$ cat src/rtl/exe_mem_wb_pkg.sv
// Shared types for the EX/MEM->WB pipeline: the per-stage entry record,
// the bubble constant and small helpers used by the forwarding network.
package exe_mem_wb_pkg;

  localparam int PKG_DATA_W = 10;
  localparam int PKG_ADDR_W = 3;

  typedef struct packed {
    logic                  valid;
    logic                  wb;
    logic                  mem_re;
    logic [PKG_DATA_W-1:0] alu_result;
    logic [PKG_DATA_W-1:0] ram_rdata;
    logic [PKG_ADDR_W-1:0] addr;
  } stage_t;

  localparam stage_t BUBBLE = '{
    valid:      1'b0,
    wb:         1'b0,
    mem_re:     1'b0,
    alu_result: {PKG_DATA_W{1'b0}},
    ram_rdata:  {PKG_DATA_W{1'b0}},
    addr:       {PKG_ADDR_W{1'b0}}
  };

  // Value this entry would write back: loads deliver memory data.
  function automatic logic [PKG_DATA_W-1:0] stage_wb_data(input stage_t s);
    return s.mem_re ? s.ram_rdata : s.alu_result;
  endfunction

  function automatic logic stage_match(input stage_t s, input logic [PKG_ADDR_W-1:0] a);
    return s.valid & s.wb & (s.addr == a);
  endfunction

endpackage

$ cat src/rtl/exe_mem_wb_stage.sv
// One pipeline stage register, captured on the falling clock edge, with
// asynchronous clear, hold and bubble-load controls.
module exe_mem_wb_stage
  import exe_mem_wb_pkg::*;
(
  input  logic   clk,
  input  logic   reset,
  input  logic   hold,
  input  logic   load_bubble,
  input  stage_t d,
  output stage_t q
);

  stage_t q_r;

  // Stage register: bubble-load wins over hold so a flush always lands.
  always_ff @(negedge clk or negedge reset) begin
    if (!reset) begin
      q_r <= BUBBLE;
    end else if (load_bubble) begin
      q_r <= BUBBLE;
    end else if (!hold) begin
      q_r <= d;
    end else begin
      q_r <= q_r;
    end
  end

  assign q = q_r;

endmodule

$ cat src/rtl/exe_mem_wb_pipe.sv
// DEPTH-stage EX/MEM->WB pipeline with stall, flush, valid tracking, resolved
// writeback data and a two-port youngest-first forwarding lookup.
module exe_mem_wb_pipe
  import exe_mem_wb_pkg::*;
#(
  parameter int DATA_W   = PKG_DATA_W,
  parameter int ADDR_W   = PKG_ADDR_W,
  parameter int DEPTH    = 1,
  parameter int ZERO_REG = 1
) (
  input  logic              clk,
  input  logic              reset,
  input  logic              stall,
  input  logic              flush,
  input  logic              valid_in,
  input  logic [DATA_W-1:0] alu_result_in,
  input  logic [DATA_W-1:0] ram_rdata_in,
  input  logic              gp_reg_wb_in,
  input  logic              mem_re_in,
  input  logic [ADDR_W-1:0] gp_rdata2_address_in,
  output logic [DATA_W-1:0] alu_result_out,
  output logic [DATA_W-1:0] ram_rdata_out,
  output logic              gp_reg_wb_out,
  output logic              mem_re_out,
  output logic [ADDR_W-1:0] gp_rdata2_address_out,
  output logic              valid_out,
  output logic [DATA_W-1:0] wb_data_out,
  input  logic [ADDR_W-1:0] fwd_addr_a,
  input  logic [ADDR_W-1:0] fwd_addr_b,
  output logic              fwd_hit_a,
  output logic              fwd_hit_b,
  output logic [DATA_W-1:0] fwd_data_a,
  output logic [DATA_W-1:0] fwd_data_b
);

  stage_t            in_s;
  stage_t            last_s;
  stage_t            stage_d_s [DEPTH];
  stage_t            stage_q_s [DEPTH];
  logic              zero_addr_s;
  logic              fwd_en_a_s;
  logic              fwd_en_b_s;
  logic              hit_a_s;
  logic              hit_b_s;
  logic [DATA_W-1:0] data_a_s;
  logic [DATA_W-1:0] data_b_s;

  assign zero_addr_s = (ZERO_REG != 0) && (gp_rdata2_address_in == {ADDR_W{1'b0}});
  assign fwd_en_a_s  = !((ZERO_REG != 0) && (fwd_addr_a == {ADDR_W{1'b0}}));
  assign fwd_en_b_s  = !((ZERO_REG != 0) && (fwd_addr_b == {ADDR_W{1'b0}}));

  // Qualify the incoming entry: only valid, non-zero-register writes keep wb.
  always_comb begin
    in_s            = BUBBLE;
    in_s.valid      = valid_in;
    in_s.wb         = gp_reg_wb_in & valid_in & ~zero_addr_s;
    in_s.mem_re     = mem_re_in;
    in_s.alu_result = alu_result_in;
    in_s.ram_rdata  = ram_rdata_in;
    in_s.addr       = gp_rdata2_address_in;
  end

  // Flush only bubbles stage 0; the older stages follow the stall alone.
  for (genvar g = 0; g < DEPTH; g++) begin : g_stage
    if (g == 0) begin : g_head
      assign stage_d_s[g] = in_s;
    end else begin : g_tail
      assign stage_d_s[g] = stage_q_s[g-1];
    end

    exe_mem_wb_stage u_stage (
      .clk         (clk),
      .reset       (reset),
      .hold        (stall),
      .load_bubble ((g == 0) ? flush : 1'b0),
      .d           (stage_d_s[g]),
      .q           (stage_q_s[g])
    );
  end

  assign last_s                = stage_q_s[DEPTH-1];
  assign alu_result_out        = last_s.alu_result;
  assign ram_rdata_out         = last_s.ram_rdata;
  assign gp_reg_wb_out         = last_s.wb & last_s.valid;
  assign mem_re_out            = last_s.mem_re;
  assign gp_rdata2_address_out = last_s.addr;
  assign valid_out             = last_s.valid;
  assign wb_data_out           = stage_wb_data(last_s);

  // Forwarding mux: scan oldest to youngest so the youngest match overrides.
  always_comb begin
    hit_a_s  = 1'b0;
    hit_b_s  = 1'b0;
    data_a_s = {DATA_W{1'b0}};
    data_b_s = {DATA_W{1'b0}};
    for (int k = DEPTH - 1; k >= 0; k--) begin
      if (fwd_en_a_s && stage_match(stage_q_s[k], fwd_addr_a)) begin
        hit_a_s  = 1'b1;
        data_a_s = stage_wb_data(stage_q_s[k]);
      end else begin
        hit_a_s  = hit_a_s;
        data_a_s = data_a_s;
      end
      if (fwd_en_b_s && stage_match(stage_q_s[k], fwd_addr_b)) begin
        hit_b_s  = 1'b1;
        data_b_s = stage_wb_data(stage_q_s[k]);
      end else begin
        hit_b_s  = hit_b_s;
        data_b_s = data_b_s;
      end
    end
  end

  assign fwd_hit_a  = hit_a_s;
  assign fwd_hit_b  = hit_b_s;
  assign fwd_data_a = data_a_s;
  assign fwd_data_b = data_b_s;

endmodule

$ cat config.mk
export PLATFORM = sky130hd
export DESIGN_NAME = exe_mem_wb_pipe
export DESIGN_NICKNAME = d
export VERILOG_FILES = /design/src/rtl/exe_mem_wb_pkg.sv /design/src/rtl/exe_mem_wb_stage.sv /design/src/rtl/exe_mem_wb_pipe.sv
export SDC_FILE = /design/constraint.sdc
export NUM_CORES = 1
export LEC_CHECK = 0
export CAP_MARGIN = 20
export CORE_MARGIN = 2
export CORE_UTILIZATION = 42
export CTS_BUF_LIST = sky130_fd_sc_hd__clkbuf_16
export CTS_CLUSTER_SIZE = 20
export DETAILED_ROUTE_END_ITERATION = 12
export PLACE_DENSITY = 0.86
export SYNTH_ARGS = -nofsm -noshare
export SYNTH_HDL_FRONTEND = slang
export SYNTH_SLANG_ARGS = --single-unit
$ cat constraint.sdc
create_clock -name clk -period 2.11 [get_ports clk]
set_input_delay 0.422 -clock clk [delete_from_list [all_inputs] [get_ports clk]]
set_output_delay 0.422 -clock clk [all_outputs]
set_load 0.01 [all_outputs]
Word level (Yosys, flattened, before mapping). Cells that the tools add are included.

Bitwise logic cells: 6. Reduce and logical (&&, ||, !) cells: 7. Mux-type cells: 7. Equal/unequal tests: 3.

Operators with widths (number): 2-to-1 mux 26 bit (2); 2-to-1 mux 10 bit (3); zero test 3 bit (3); == test 3 bit (2); AND 1 bit (5); logical AND 1 bit (2); zero test 1 bit (2); 2-to-1 mux 1 bit (2); != test 2 x 1 -> 1 bit (second input constant) (1); NOT 1 bit (1).

Bits of input ports: 36. Word-level logic and storage cells: 29. Flip-flop bits (word level): 26.

Logic depth before layout (Yosys ltp).
Depth in word-level cells: 5. Gate-level depth with buffers: 4. Mapped depth without buffers: 3.

Cells and area by module. From an unflattened synthesis, not the netlist that was laid out.

Cells, all modules: 136. Area total of the unflattened synthesis: 1574.0 um^2.

By module, submodules not included: exe_mem_wb_stage (cells each 84, area an instance 1073.5 um^2, instances 1); exe_mem_wb_pipe (cells each 52, area an instance 500.5 um^2, instances 1).

==> impl_metrics.py <==
metrics = {
    "outcome": {
        "outcome": "finished, violations left",
        "violations": "setup timing",
    },
    "worst_setup_path": {
        "start_kind": "flip-flop",
        "critical_path_class": "reg -> out",
        "critPathMaxFanout": 5,
        "endpoint_kind": "output port",
        "r2r_slack_ns": 1.06,
        "worst_r2r_endpoint": "g_stage[0].u_stage.q[2]",
        "r2r_cells": 4,
        "r2r-start": "g_stage[0].u_stage.q[2]",
        "cp-endpoint": "fwd_data_a[0]",
        "critPathRequiredTime_ns": 1.69,
        "cp-startpoint": "g_stage[0].u_stage.q[1]",
        "worstPathArrival_ns": 2.78,
    },
    "route": {
        "drt-total-wl_mm": 6.05,
        "wl_per_cell_um": 18.5,
        "routed_via_density": 4.86,
        "antenna_left": 0,
        "drc": 0,
        "firstDrtPassIters": 4,
        "drtIter0Drc": 20,
        "vias": 1589,
    },
    "synthesis": {
        "ys_async_sr_fraction": 1.00,
        "yosys_warnings": 0,
        "synth_edf_count": 0,
        "seq_area_frac_synth": 0.377,
        "synth_cell_types": 20,
        "yosys-top-cells-count": "buf_4 (28), nor2_1 (27), dfrtn_1 (26), mux2i_1 (25), nor3b_2 (19)",
        "synth-main-ff-cell": "dfrtn_1",
        "ys_ff_latch": 26,
        "synth_area_leaders": "dfrtn_1 (38%), mux2i_1 (15%), nor3b_2 (14%)",
        "yosys.area.top_type": "dfrtn_1",
        "synth.most_common_cell": "buf_4",
        "synth_nets": 196,
        "synth_top_cell_area_share": 0.377,
        "synthCells": 160,
        "synth.avg_cell_area_um2": 10.8,
        "synth_area_um2": 1730,
    },
    "grt": {
        "grt_pass1_wl_mm": 8.10,
        "track_usage": 0.245,
        "grt-ovfl-total": 0,
        "grt_max_degree": 27,
        "grt_pass1_vias": 1556,
        "antenna_found_initial": 0,
    },
    "clocking": {
        "path_clk_slew_ns": 0.05,
        "cts_tree": "yes",
        "htreeDepth": 1,
        "cts_buffers": 3,
        "cts_buffer_depth": 2,
        "cts_sinks": 26,
        "insertion_delay_ns": 0.29,
        "cts-root-buf": "clkbuf_16",
    },
    "floorplan": {
        "die_x_um": 68.1,
        "core-area_um2": 3970,
        "die-area_um2": 4640,
        "num_rows": 23,
        "initial_core_util": 0.434,
        "pin_count": 94,
        "die_y_um": 68.1,
    },
    "sta": {
        "rsz0062_at_grt": "true",
        "maxSlewViolCount": 0,
        "finClkSkew_ns": 0,
        "setup-violations-final": 58,
        "worst_slew_pin_slew_ns": 0.230,
        "finalWorstSetupSlack_ns": -1.09,
        "relSlewSlack": 0.842,
        "hold_slack_ns": 0.576,
        "hold_violations": 0,
    },
    "final_layout": {
        "drive_above_1_share": 0.574,
        "antennaDiodeCount": 0,
        "layout.nets": 314,
        "fill_cells": 184,
        "area_delta_synth_final_pct": 100,
        "largest_reg_flops": 26,
    },
    "pwr": {
        "power_density_nw_per_um2": 484,
        "p_switching_mw": 0.423,
        "power_frac_seq": 0.331,
        "power_leakage_nw": 1.84,
        "p_int_mw": 1.25,
        "switching_share": 0.253,
        "power.share.combinational": 0.334,
        "ir_drop_v": 0.000542,
        "p_clk_frac": 0.334,
        "fin_total_pwr_mw": 1.67,
    },
    "place": {
        "pre_cts_ws_ns": -1.14,
        "portBuffers": 93,
        "place_congestion": 0.680,
        "dp_hpwl_mm": 3.64,
    },
    "hold_path": {
        "hold_class": "reg -> reg",
    },
    "job": {
        "drv_cap": 0,
    },
}
==> worst min-delay path by stage <==
| stage | from | to | slack (ns) | cells after the start |
|---|---|---|---|---|
| after detailed placement | g_stage[0].u_stage.q[24] | g_stage[0].u_stage.q[24] | 0.53 | 2 |
| after floorplan | g_stage[0].u_stage.q[12] | g_stage[0].u_stage.q[12] | 0.47 | 2 |
| final | g_stage[0].u_stage.q[25] | g_stage[0].u_stage.q[25] | 0.58 | 3 |
| after CTS | g_stage[0].u_stage.q[24] | g_stage[0].u_stage.q[24] | 0.51 | 2 |
| after global routing | g_stage[0].u_stage.q[21] | g_stage[0].u_stage.q[21] | 0.60 | 3 |
| after global placement | g_stage[0].u_stage.q[24] | g_stage[0].u_stage.q[24] | 0.51 | 2 |
==> logic make-up after synthesis <==
family / after synthesis / share of synthesized area
mux: 35 / 0.210
buf+inv: 34 / 0.145
compound gates: 4 / 0.0167
xor+xnor: 5 / 0.0254
simple gates: 56 / 0.226
flops: 26 / 0.377
==> routing by layer <==
metal  GRT usage  up-vias  wire [um]  part of all wire
li1            -      752          -                 -
met2       0.466       65       3190              0.53
met1       0.270      761       2280              0.38
met3      0.0329       11        374             0.062
met5           0        -          0                 0
met4       0.103        0        197             0.033
==> stage by stage <==
stage | TNS [ns] | util | instance area (um^2) | instances
2_1_floorplan | -14.49 | - | 1970 | 160
3_3_place_gp | -54.07 | 0.765 | 3040 | 306
3_5_place_dp | -55.98 | 0.765 | 3040 | 306
4_1_cts | -37.55 | 0.830 | 3300 | 318
5_1_grt | -41.15 | 0.870 | 3450 | 327
6_report | -38.74 | 0.870 | 3450 | 327
==> worst max-delay path, stage by stage (launching register included) <==
cell,delay [ns]
dfrtn_1,0.52
a211o_1,0.22
nand3_4,0.13
buf_16,0.18
nor3b_4,0.19
buf_2,0.19
==> layout by cell type, fill, tap and decap left out, types with 2 or more instances in the layout <==
| cell | synthesis | routed |
|---|---|---|
| buf_6 | 2 | 65 |
| clkdlybuf4s50_1 | 0 | 28 |
| dfrtn_1 | 26 | 26 |
| nor2_1 | 27 | 25 |
| mux2i_1 | 25 | 24 |
| buf_2 | 2 | 21 |
| nor3b_4 | 0 | 19 |
| buf_4 | 28 | 15 |
| mux2_4 | 0 | 10 |
| buf_12 | 0 | 8 |
| dlygate4sd2_1 | 0 | 5 |
| nand2_1 | 4 | 4 |
| clkbuf_16 | 0 | 4 |
| xnor2_2 | 0 | 3 |
| buf_16 | 0 | 3 |
| nand3_4 | 0 | 2 |
| nor2_4 | 0 | 2 |
==> layout make-up <==
cell class	instances	area [um^2]	share of cell area
well taps	50	62.6	0.0181
repair buffers	147	1550	0.450
clock inverters	1	30.0	0.00869
multi-input cells	100	1080	0.313
flip-flops and latches	26	651	0.188
clock buffers	3	75.1	0.0217
==> power groups by stage <==
stage	clock network (mW)	registers [mW]	logic, mW
after floorplan	0	0.560	0.237
after global placement	0	0.555	0.441
after detailed placement	0	0.557	0.450
after CTS	0.552	0.551	0.521
after global routing	0.590	0.557	0.586
final	0.559	0.554	0.559
==> timing repair <==
action / in CTS / in global routing
setup buffers: 10 / 20
pin swaps: 16 / 3
gates resized for setup: 304 / 23
cloned: 3 / 1
hold buffers: 0 / 0
endpoints found under the setup margin: 84 / 80
Note: power is estimated with default switching activity, not from simulation.
